**src/rtl/axi4_lite_fanout_pkg.sv**
```systemverilog
// axi4_lite_fanout_pkg: FSM encoding, response codes and address decode.
// Shared by the write fanout; AXI4_LITE_FANOUT_DECERR_EN enables the error sink.
package axi4_lite_fanout_pkg;

  typedef enum logic [2:0] {
    IDLE  = 3'b001,
    ROUTE = 3'b010,
    FLUSH = 3'b100
  } state_t;

  localparam logic [1:0] RESP_OKAY   = 2'b00;
  localparam logic [1:0] RESP_DECERR = 2'b11;

  localparam int MAX_NM = 16;
  localparam int MAX_A  = 64;

  typedef logic [MAX_NM-1:0][MAX_A-1:0] base_t;

  typedef struct packed {
    logic       miss;
    logic [3:0] tgt;
  } dec_t;

  // Bases ascend, so the last base not above addr owns it.
  function automatic dec_t decode(
    input logic [MAX_A-1:0] addr,
    input base_t            base,
    input logic [MAX_A-1:0] limit,
    input int               nm
  );
    dec_t r;
    r.miss = addr >= limit;
    r.tgt  = '0;
    for (int j = 1; j < MAX_NM; j++)
      if (j < nm && addr >= base[j])
        r.tgt = 4'(j);
    return r;
  endfunction

endpackage

```
**src/rtl/axi4_lite_addr_decode.sv**
```systemverilog
// axi4_lite_addr_decode: combinational address-range to target decode.
// Returns the region index and a miss flag for addresses at or above LIMIT.
module axi4_lite_addr_decode
  import axi4_lite_fanout_pkg::*;
#(
  parameter int                   A     = 32,
  parameter int                   NM    = 4,
  parameter logic [NM-1:0][A-1:0] BASE  = '0,
  parameter logic [A-1:0]         LIMIT = '1
) (
  input  logic [A-1:0]          addr,
  output logic [$clog2(NM)-1:0] tgt,
  output logic                  miss
);

  localparam int TW = $clog2(NM);

  logic [MAX_A-1:0] addr_x;
  logic [MAX_A-1:0] limit_x;
  base_t            base_x;
  dec_t             d;

  always_comb begin
    addr_x           = '0;
    addr_x[A-1:0]    = addr;
    limit_x          = '0;
    limit_x[A-1:0]   = LIMIT;
    base_x           = '0;
    for (int j = 0; j < NM; j++)
      base_x[j][A-1:0] = BASE[j];
    d = decode(addr_x, base_x, limit_x, NM);
  end

  assign tgt  = TW'(d.tgt);
  assign miss = d.miss;

endmodule

```
**src/rtl/axi4_lite_fanout_fifo.sv**
```systemverilog
// axi4_lite_fanout_fifo: small synchronous fifo used as channel adapter.
// Push is ignored when full, pop is ignored when empty.
module axi4_lite_fanout_fifo #(
  parameter int W     = 8,
  parameter int DEPTH = 2
) (
  input  logic         aclk,
  input  logic         areset,
  input  logic         push,
  input  logic [W-1:0] push_data,
  output logic         full,
  input  logic         pop,
  output logic [W-1:0] pop_data,
  output logic         empty
);

  localparam int PW = $clog2(DEPTH);

  logic [W-1:0]  mem [DEPTH];
  logic [PW-1:0] wp;
  logic [PW-1:0] rp;
  logic [PW:0]   cnt;
  logic          do_push;
  logic          do_pop;

  assign full     = cnt == (PW+1)'(DEPTH);
  assign empty    = cnt == '0;
  assign pop_data = mem[rp];
  assign do_push  = push && !full;
  assign do_pop   = pop && !empty;

  always_ff @(posedge aclk) begin
    if (areset) begin
      wp  <= '0;
      rp  <= '0;
      cnt <= '0;
    end else begin
      if (do_push) begin
        mem[wp] <= push_data;
        wp      <= wp + 1'b1;
      end
      if (do_pop)
        rp <= rp + 1'b1;
      case ({do_push, do_pop})
        2'b10:   cnt <= cnt + 1'b1;
        2'b01:   cnt <= cnt - 1'b1;
        default: cnt <= cnt;
      endcase
    end
  end

endmodule

```
**src/rtl/axi4_lite_fanout_wr_n.sv**
```systemverilog
// axi4_lite_fanout_wr_n: AXI4-Lite write fanout, one slave port to NM masters.
// Define AXI4_LITE_FANOUT_DECERR_EN to answer misses with DECERR internally.
module axi4_lite_fanout_wr_n
  import axi4_lite_fanout_pkg::*;
#(
  parameter int                   A     = 32,
  parameter int                   N     = 4,
  parameter int                   I     = 1,
  parameter int                   NM    = 4,
  parameter int                   D     = 4,
  parameter logic [NM-1:0][A-1:0] BASE  = '0,
  parameter logic [A-1:0]         LIMIT = '1
) (
  input  logic                     aclk,
  input  logic                     areset,
  input  logic                     s_awvalid,
  output logic                     s_awready,
  input  logic [A-1:0]             s_awaddr,
  input  logic [I-1:0]             s_awid,
  input  logic                     s_wvalid,
  output logic                     s_wready,
  input  logic [8*N-1:0]           s_wdata,
  input  logic [N-1:0]             s_wstrb,
  output logic                     s_bvalid,
  input  logic                     s_bready,
  output logic [1:0]               s_bresp,
  output logic [I-1:0]             s_bid,
  output logic [NM-1:0]            m_awvalid,
  input  logic [NM-1:0]            m_awready,
  output logic [NM-1:0][A-1:0]     m_awaddr,
  output logic [NM-1:0][I-1:0]     m_awid,
  output logic [NM-1:0]            m_wvalid,
  input  logic [NM-1:0]            m_wready,
  output logic [NM-1:0][8*N-1:0]   m_wdata,
  output logic [NM-1:0][N-1:0]     m_wstrb,
  input  logic [NM-1:0]            m_bvalid,
  output logic [NM-1:0]            m_bready,
  input  logic [NM-1:0][1:0]       m_bresp,
  input  logic [NM-1:0][I-1:0]     m_bid
);

  localparam int TW  = $clog2(NM);
  localparam int SW  = $clog2(NM + 1);
  localparam int CW  = $clog2(D + 1);
  localparam int AWW = A + I;
  localparam int WW  = 8 * N + N;
  localparam int BW  = I + 2;

  logic           aw_full;
  logic           aw_empty;
  logic           w_full;
  logic           w_empty;
  logic           sb_full;
  logic           sb_empty;
  logic [AWW-1:0] aw_head;
  logic [WW-1:0]  w_head;
  logic [BW-1:0]  b_head;
  logic [BW-1:0]  b_data;
  logic           b_valid;
  logic           b_push;
  logic           do_pop;
  logic           tgt_full;
  logic [TW-1:0]  dec_tgt;
  logic           dec_miss;
  logic [SW-1:0]  tgt;
  logic [SW-1:0]  sel;
  logic [CW-1:0]  count;
  logic [NM-1:0]  b_own;
  logic [NM-1:0]  maw_full;
  logic [NM-1:0]  maw_empty;
  logic [NM-1:0]  mw_full;
  logic [NM-1:0]  mw_empty;
  state_t         state;

`ifdef AXI4_LITE_FANOUT_DECERR_EN
  logic           sink_pend;
  logic [I-1:0]   sink_id;
`endif

  axi4_lite_fanout_fifo #(.W(AWW)) u_s_aw (
    .aclk, .areset,
    .push(s_awvalid), .push_data({s_awid, s_awaddr}), .full(aw_full),
    .pop(do_pop), .pop_data(aw_head), .empty(aw_empty)
  );

  axi4_lite_fanout_fifo #(.W(WW)) u_s_w (
    .aclk, .areset,
    .push(s_wvalid), .push_data({s_wstrb, s_wdata}), .full(w_full),
    .pop(do_pop), .pop_data(w_head), .empty(w_empty)
  );

  axi4_lite_fanout_fifo #(.W(BW)) u_s_b (
    .aclk, .areset,
    .push(b_push), .push_data(b_data), .full(sb_full),
    .pop(s_bready), .pop_data(b_head), .empty(sb_empty)
  );

  assign s_awready        = !aw_full;
  assign s_wready         = !w_full;
  assign s_bvalid         = !sb_empty;
  assign {s_bid, s_bresp} = b_head;

  axi4_lite_addr_decode #(
    .A(A), .NM(NM), .BASE(BASE), .LIMIT(LIMIT)
  ) u_dec (
    .addr(aw_head[A-1:0]),
    .tgt (dec_tgt),
    .miss(dec_miss)
  );

`ifdef AXI4_LITE_FANOUT_DECERR_EN
  assign tgt = dec_miss ? SW'(NM) : SW'(dec_tgt);
`else
  assign tgt = dec_miss ? SW'(NM - 1) : SW'(dec_tgt);
`endif

  always_comb begin
    tgt_full = 1'b1;
    for (int j = 0; j < NM; j++)
      if (tgt == SW'(j))
        tgt_full = maw_full[j] | mw_full[j];
`ifdef AXI4_LITE_FANOUT_DECERR_EN
    if (tgt == SW'(NM))
      tgt_full = sink_pend;
`endif
  end

  assign do_pop = !aw_empty && !w_empty && !tgt_full &&
                  (count < CW'(D)) && (state == ROUTE) &&
                  (sel == tgt);

  for (genvar j = 0; j < NM; j++) begin : g_m
    logic           push_j;
    logic [AWW-1:0] aw_out;
    logic [WW-1:0]  w_out;

    assign push_j = do_pop && (tgt == SW'(j));

    axi4_lite_fanout_fifo #(.W(AWW)) u_aw (
      .aclk, .areset,
      .push(push_j), .push_data(aw_head), .full(maw_full[j]),
      .pop(m_awready[j]), .pop_data(aw_out), .empty(maw_empty[j])
    );

    axi4_lite_fanout_fifo #(.W(WW)) u_w (
      .aclk, .areset,
      .push(push_j), .push_data(w_head), .full(mw_full[j]),
      .pop(m_wready[j]), .pop_data(w_out), .empty(mw_empty[j])
    );

    assign m_awvalid[j]             = !maw_empty[j];
    assign m_wvalid[j]              = !mw_empty[j];
    assign {m_awid[j], m_awaddr[j]} = aw_out;
    assign {m_wstrb[j], m_wdata[j]} = w_out;
  end

  // Response path follows the registered sel so it holds steady in FLUSH.
  always_comb begin
    b_valid  = 1'b0;
    b_data   = '0;
    m_bready = '0;
    b_own    = '0;
    for (int j = 0; j < NM; j++)
      if (sel == SW'(j)) begin
        b_own[j]    = 1'b1;
        b_valid     = m_bvalid[j];
        b_data      = {m_bid[j], m_bresp[j]};
        m_bready[j] = !sb_full;
      end
`ifdef AXI4_LITE_FANOUT_DECERR_EN
    if (sel == SW'(NM)) begin
      b_valid = sink_pend;
      b_data  = {sink_id, RESP_DECERR};
    end
`endif
  end

  assign b_push = b_valid && !sb_full;

`ifdef AXI4_LITE_FANOUT_DECERR_EN
  always_ff @(posedge aclk) begin
    if (areset) begin
      sink_pend <= 1'b0;
      sink_id   <= '0;
    end else if (do_pop && tgt == SW'(NM)) begin
      sink_pend <= 1'b1;
      sink_id   <= aw_head[AWW-1:A];
    end else if (b_push && sel == SW'(NM)) begin
      sink_pend <= 1'b0;
    end
  end
`endif

  always_ff @(posedge aclk) begin
    if (areset)
      count <= '0;
    else if (do_pop && !b_push)
      count <= count + 1'b1;
    else if (!do_pop && b_push)
      count <= count - 1'b1;
  end

  always_ff @(posedge aclk) begin
    if (areset) begin
      state <= IDLE;
      sel   <= '0;
    end else begin
      unique case (1'b1)
        (state == IDLE): begin
          if (!aw_empty) begin
            state <= ROUTE;
            sel   <= tgt;
          end
        end
        (state == ROUTE): begin
          if (aw_empty) begin
            if (count == '0)
              state <= IDLE;
          end else if (tgt != sel) begin
            if (count != '0)
              state <= FLUSH;
            else
              sel <= tgt;
          end
        end
        (state == FLUSH): begin
          if (count == '0) begin
            if (!aw_empty) begin
              state <= ROUTE;
              sel   <= tgt;
            end else begin
              state <= IDLE;
            end
          end
        end
        default: state <= IDLE;
      endcase
    end
  end

`ifndef SYNTHESIS
  always_ff @(posedge aclk) begin
    if (!areset) begin
      assert (!(|(m_bvalid & ~b_own)))
        else $error("B response on unselected master port");
      assert (!(b_push && !do_pop && count == '0))
        else $error("B response with no write outstanding");
    end
  end
`endif

endmodule

```
**config.mk**
```make
export PLATFORM = sky130hd
export DESIGN_NAME = axi4_lite_fanout_wr_n
export DESIGN_NICKNAME = d
export VERILOG_FILES = /design/src/rtl/axi4_lite_fanout_pkg.sv /design/src/rtl/axi4_lite_addr_decode.sv /design/src/rtl/axi4_lite_fanout_fifo.sv /design/src/rtl/axi4_lite_fanout_wr_n.sv
export SDC_FILE = /design/constraint.sdc
export NUM_CORES = 1
export LEC_CHECK = 0
export CAP_MARGIN = 20
export CORE_MARGIN = 5
export CORE_UTILIZATION = 44
export CTS_CLUSTER_DIAMETER = 50
export DETAILED_ROUTE_END_ITERATION = 8
export GPL_TIMING_DRIVEN = 0
export PLACE_DENSITY = 0.79
export SLEW_MARGIN = 20
export SYNTH_ARGS = -nofsm -noshare
export SYNTH_HDL_FRONTEND = slang
export SYNTH_SLANG_ARGS = --single-unit
export TNS_END_PERCENT = 1
```
**constraint.sdc**
```tcl
create_clock -name aclk -period 4 [get_ports aclk]
set_input_delay 0.4 -clock aclk [delete_from_list [all_inputs] [get_ports aclk]]
set_output_delay 0.4 -clock aclk [all_outputs]
set_load 0.05 [all_outputs]
```
After elaboration in Yosys (flattened, before gate mapping)
Memory sizes are Yosys's and may differ from the RTL's. A register that Yosys moved wholly into a read port is not among the register bits.
Index checks and enable logic that the tools add are counted.
{"block": "classes", "n_reduce_logical": 66, "n_addsub": 28, "magnitude_cmp": 1, "bitwise": 1, "eq_ne": 30, "n_mux": 58}
{"operator": "3-bit two-way mux", "n": 17}
{"operator": "1-bit two-way mux", "n": 33}
{"operator": "1-bit logical AND", "n": 24}
{"operator": "2-bit logical NOT", "n": 11}
{"operator": "2-bit by 1-bit subtractor with 2-bit output, second input constant", "n": 11}
{"operator": "2-bit equality test, second input constant", "n": 10}
{"operator": "2-bit one-hot mux with 2 select lines", "n": 5}
{"operator": "1-bit logical NOT", "n": 19}
{"operator": "3-bit one-hot mux with 3 select lines", "n": 2}
{"operator": "2-bit nonzero test", "n": 6}
{"operator": "1-bit adder, second input constant", "n": 10}
{"operator": "2-bit by 1-bit adder with 2-bit output, second input constant", "n": 5}
{"operator": "2-bit by 1-bit equality test with 1-bit output, second input constant", "n": 5}
{"operator": "5-bit AND reduction", "n": 2}
{"operator": "3-bit by 2-bit equality test with 1-bit output, second input constant", "n": 3}
{"operator": "3-bit by 2-bit != test with 1-bit output, second input constant", "n": 3}
{"operator": "2-bit != test, second input constant", "n": 4}
{"operator": "3-bit by 1-bit equality test with 1-bit output, second input constant", "n": 2}
{"operator": "3-bit logical NOT", "n": 2}
{"operator": "3-bit nonzero test", "n": 2}
{"operator": "3-bit by 1-bit adder with 3-bit output, second input constant", "n": 1}
{"operator": "3-bit equality test, second input constant", "n": 1}
{"operator": "3-bit < comparator, second input constant", "n": 1}
{"operator": "2-bit by 3-bit != test with 1-bit output, first input constant", "n": 1}
{"operator": "other kinds (4)", "n": 4}
{"block": "totals", "ff_bits": 41, "memories": 5, "output_inout_bits": 294, "ram_bits": 282}
{"name": "g_m[3].u_w.mem", "words": 2, "word_bits": 36, "read_ports": 1, "rd_ports_with_merged_regs": 1, "wr": 1, "line_no": "axi4_lite_fanout_fifo.sv:19", "source": "logic [W-1:0] mem [DEPTH];"}
{"name": "u_s_w.mem", "words": 2, "word_bits": 36, "read_ports": 1, "rd_ports_with_merged_regs": 1, "wr": 1, "line_no": "axi4_lite_fanout_fifo.sv:19"}
{"name": "g_m[3].u_aw.mem", "words": 2, "word_bits": 33, "read_ports": 1, "rd_ports_with_merged_regs": 1, "wr": 1, "line_no": "axi4_lite_fanout_fifo.sv:19"}
{"name": "u_s_aw.mem", "words": 2, "word_bits": 33, "read_ports": 1, "rd_ports_with_merged_regs": 1, "wr": 1, "line_no": "axi4_lite_fanout_fifo.sv:19"}
{"name": "u_s_b.mem", "words": 2, "word_bits": 3, "read_ports": 1, "rd_ports_with_merged_regs": 1, "wr": 1, "line_no": "axi4_lite_fanout_fifo.sv:19"}

Logic depth before layout (Yosys ltp)
{"block": "logic_depth", "word_depth": 11, "mapped_depth": 11, "mapped_depth_nobuf": 10}

By module
From an unflattened synthesis, not the netlist that was laid out.
{"block": "unflattened", "hier_cells": 1464, "area_unflattened_um2": 28304.6}
{"module": "axi4_lite_fanout_fifo at g_m[0].u_w ...", "n_inst": 5, "seq_area_each_um2": 2262.2, "cells_each": 137, "area_per_inst_um2": 2810.2}
{"module": "axi4_lite_fanout_fifo at g_m[0].u_aw ...", "n_inst": 5, "seq_area_each_um2": 2082.0, "cells_each": 128, "area_per_inst_um2": 2595.0}
{"module": "axi4_lite_fanout_wr_n", "n_inst": 1, "seq_area_each_um2": 160.2, "cells_each": 91, "area_per_inst_um2": 754.5}
{"module": "axi4_lite_fanout_fifo at u_s_b", "n_inst": 1, "seq_area_each_um2": 280.3, "cells_each": 34, "area_per_inst_um2": 436.7}
{"module": "axi4_lite_addr_decode", "n_inst": 1, "seq_area_each_um2": 0.0, "cells_each": 14, "area_per_inst_um2": 87.6}

Worst setup path before layout
OpenSTA, ideal clock, no wires.
{"block": "synth_path", "path_kind": "register to register", "startpoint": "reg u_s_aw.cnt[0]", "endpoint": "mem g_m[3].u_w.mem[1][0] in the netlist's numbering (enable)", "path_slack_ns": -0.252, "synth_period_minus_slack_ns": 4.252, "path_stages_with_launch": 5, "path_buffers": 0, "arrival_time_ns": 3.771, "cell_sequence": "dfxtp_1 > nor2_2 > a2111oi_4 > nand2_4 > nor3b_1"}
{"block": "synth_between", "elab_chain_cells": 11}
{"item": "start: declaration", "line_no": "axi4_lite_fanout_fifo.sv:22", "source": "logic [PW:0] cnt;"}
{"item": "start signal: assignment", "line_no": "axi4_lite_fanout_fifo.sv:45", "source": "2'b10: cnt <= cnt + 1'b1;"}
{"item": "start signal: assignment", "line_no": "axi4_lite_fanout_fifo.sv:46", "source": "2'b01: cnt <= cnt - 1'b1;"}
{"item": "start signal: assignment", "line_no": "axi4_lite_fanout_fifo.sv:47", "source": "default: cnt <= cnt;"}
{"item": "2-bit logical NOT", "line_no": "axi4_lite_fanout_fifo.sv:27", "source": "assign empty = cnt == '0;"}
{"item": "1-bit logical NOT", "line_no": "axi4_lite_fanout_wr_n.sv:128", "source": "assign do_pop = !aw_empty && !w_empty && !tgt_full &&"}
{"item": "1-bit logical AND (3 in a row)", "line_no": "axi4_lite_fanout_wr_n.sv:128"}
{"item": "1-bit logical AND (2 in a row)", "line_no": "axi4_lite_fanout_wr_n.sv:129", "source": "(count < CW'(D)) && (state == ROUTE) &&"}
{"item": "1-bit logical AND", "line_no": "axi4_lite_fanout_fifo.sv:29", "source": "assign do_push = push && !full;"}
{"item": "1-bit two-way mux", "line_no": "axi4_lite_fanout_fifo.sv:38", "source": "if (do_push) begin"}
{"item": "1-bit two-way mux", "line_no": "axi4_lite_fanout_fifo.sv:33", "source": "if (areset) begin"}
{"item": "1-bit two-way mux (implied by the code)", "line_no": "axi4_lite_fanout_fifo.sv:39", "source": "mem[wp] <= push_data;"}
{"item": "end: declaration", "line_no": "axi4_lite_fanout_fifo.sv:19"}
Every way passes these cells.

==> impl_metrics.yaml <==
sta:
  fin_skew_ns: 0.0157
  hold_viol: 0
  final.min_clock_period_ns: 3.32
  fin_crit_sh_pct: 83.0
  setup_viol: 0
  hold_ws_ns: 0.478
  fmax_mhz: 301
  maxSlewHeadroom_pct: 45.8
  worst_pin_slew_ns: 0.813
  slew_viol_final: 0
  rsz0062_at_grt: "no"
cts:
  ctsLongestPathBuffers: 3
  cts_hold_buf: 0
  cts_resized: 0
  cts.htree.levels: 2
  numCtsBuffers: 36
  cts_num_sinks: 326
  clkTransAtPathRegs_ns: 0.06
  cts-root-buf: "clkbuf_16"
  post_cts_buffers: 0
  insertion_delay_ns: 0.50
  cts_tree: "built"
synth:
  synth-seq-cells: 326
  ys_warn_count: 0
  avgSynthCellArea_um2: 15.5
  syn_area_um2: 13900
  yosysUniqueCellTypes: 42
  syn_inst: 896
  seq_area_frac_synth_pct: 67.2
  yosysTopAreaCell: "edfxtp_1"
  async_reset_ff_share_pct: 0
  synth_edf_count: 282
  synth_top_flop_cell: "edfxtp_1"
  synth_top_area_share_pct: 60.9
  ys_top_cells_by_area: "edfxtp_1 (61%), mux2_2 (12%), buf_4 (11%), dfxtp_1 (6.3%), ha_1 (1.1%)"
cells_and_area:
  n_fill_cell: 2431
  drive_gt1_share_pct: 33.6
  multi_input_area_um2: 3620
  sequential_cell_area_um2: 9350
  fin_nets: 1454
  utilization_pct: 58.7
  final_common_cell: "edfxtp_1"
  layout_common_cells: "edfxtp_1 (282), buf_4 (221), conb_1 (209)"
  area_delta_synth_final_pct: 32.4
critical_path:
  crit_type: "flip-flop to output pin"
  end_kind: "output pin"
  arrival_ns: 2.92
  cp_max_fo: 10
  cp.required_ns: 3.60
  timing.rr.start: "u_s_aw.cnt[0]$_SDFFE_PP0P_"
  start_kind: "flip-flop"
routing:
  drc: 0
  met3_length_mm: 1.43
  drt_iter0_drc: 436
  wl_mm: 27.5
  via_per_inst: 4.33
  firstDrtPassIters: 7
  met1_length_mm: 10.2
  top_layer_used: "met4"
  wl_per_cell_um: 15.5
  antenna_left: 0
  wl_met2_mm: 15.2
  vias: 7688
power:
  seq_power_share_pct: 46.3
  pwr-share-comb_pct: 16.5
  finalPower_w: 0.00846
  leakagePower_nw: 7.23
  ir_drop_mv: 0.343
  switching_share_pct: 26.6
  p_int_w: 0.00621
  powerDensity_nw_per_um2: 460
  p_sw_w: 0.00225
  clkPwrFrac_pct: 37.2
placement:
  portBuffers: 174
  gp_congestion: 0.742
  hpwl_mm: 20.5
hold_path:
  min_path_type: "input pin to flip-flop"
  hp-start: "s_awaddr[24]"
floorplanning:
  rows: 65
  start_util_pct: 44.3
  dieArea_um2: 35300
  fp.dieW_um: 188
  fp.dieH_um: 188
  num_io_pins: 392
  core_um2: 31400
grt:
  grt_overflow_total: 0
  grt_pass1_vias: 8034
  grt_pass1_wl_mm: 42.6
  grt_usage_pct: 15.0
  antenna_found_initial: 4
  grt_max_degree: 26
job:
  cap_violations: 0
status:
  status: "finished clean"
-- power groups by stage --
| stage | combinational, W | clock (W) | sequential, W |
|---|---|---|---|
| 4_1_cts | 0.00139 | 0.00324 | 0.00392 |
| 3_3_place_gp | 0.00133 | 0 | 0.00399 |
| 5_1_grt | 0.00149 | 0.00338 | 0.00394 |
| 6_report | 0.00140 | 0.00314 | 0.00392 |
| 3_5_place_dp | 0.00138 | 0 | 0.00399 |
| 2_1_floorplan | 0.00110 | 0 | 0.00398 |
-- per-layer routing --
| layer | global-route usage [%] | vias to the layer above |
|---|---|---|
| li1 | - | 3694 |
| met5 | 0 | - |
| met4 | 4.66 | 0 |
| met2 | 28.7 | 234 |
| met3 | 3.20 | 46 |
| met1 | 16.7 | 3714 |
-- cells in the mapped netlist, types with 5 or more instances --
cell,n
a211oi_1,7
a21oi_1,8
buf_2,5
buf_4,209
clkbuf_1,15
dfxtp_1,44
edfxtp_1,282
ha_1,12
inv_1,24
mux2_2,145
nand2_1,6
nand2b_1,8
nor2_1,36
nor2b_1,11
nor3_1,6
nor3b_1,5
o21ai_0,8
or3_1,6
xnor2_1,15
xor2_1,10
-- flip-flops by register name (all words and copies together) (netlist names), 3 cells and up, named ones only --
name	cells
g_m.u_w.mem	72
u_s_w.mem	72
g_m.u_aw.mem	66
u_s_aw.mem	66
g_m.u_aw.cnt	8
g_m.u_w.cnt	8
u_s_b.mem	6
count	3
state	3
-- worst max-delay path: stages (launching register included) --
cell and delay (ns):
dfxtp_1 0.31, clkbuf_1 0.29, clkbuf_1 0.66, mux2_2 0.41, clkdlybuf4s50_1 0.75
-- metrics by stage --
stage	worst slack [ns]	TNS (ns)	std cells	area, µm²
6_report	0.681	0	1774	18400
3_3_place_gp	-2.65	-389.85	1680	16900
3_5_place_dp	0.792	0	1707	17300
5_1_grt	0.561	0	1774	18400
4_1_cts	0.645	0	1770	18400
2_1_floorplan	-0.237	-11.82	1104	14700
-- kinds of logic after synthesis --
family | count (synthesis) | synth area share (%)
other cells | 1 | 0.0270
compound gates | 31 | 1.60
mux | 150 | 12.2
flops | 326 | 67.2
simple gates | 92 | 3.45
buf+inv | 258 | 12.7
fa+ha+maj | 13 | 1.22
xor+xnor | 25 | 1.57
-- path summary, 6_finish.rpt --
path                                 endpoint  slack [ns]  depth (start not counted)
hold reg to reg   g_m[3].u_aw.wp$_SDFFE_PP0N_        0.49                          2
setup / recovery                    m_awid[3]        0.68                          4
setup reg to reg        count[2]$_SDFFE_PP0P_        1.36                         10
hold / removal    u_s_aw.mem[1][24]$_DFFE_PP_        0.48                          1
-- final cells by class --
cell class	instances	area share (%)
antenna	4	0.0544
buffer	233	9.04
clock buffer	42	5.24
clock inverter	21	0.992
inverter	25	0.537
multi-input combinational	520	19.6
sequential	326	50.8
tap	402	2.73
timing repair buffer	201	11.0
Note: power is estimated with default switching activity, not from simulation.
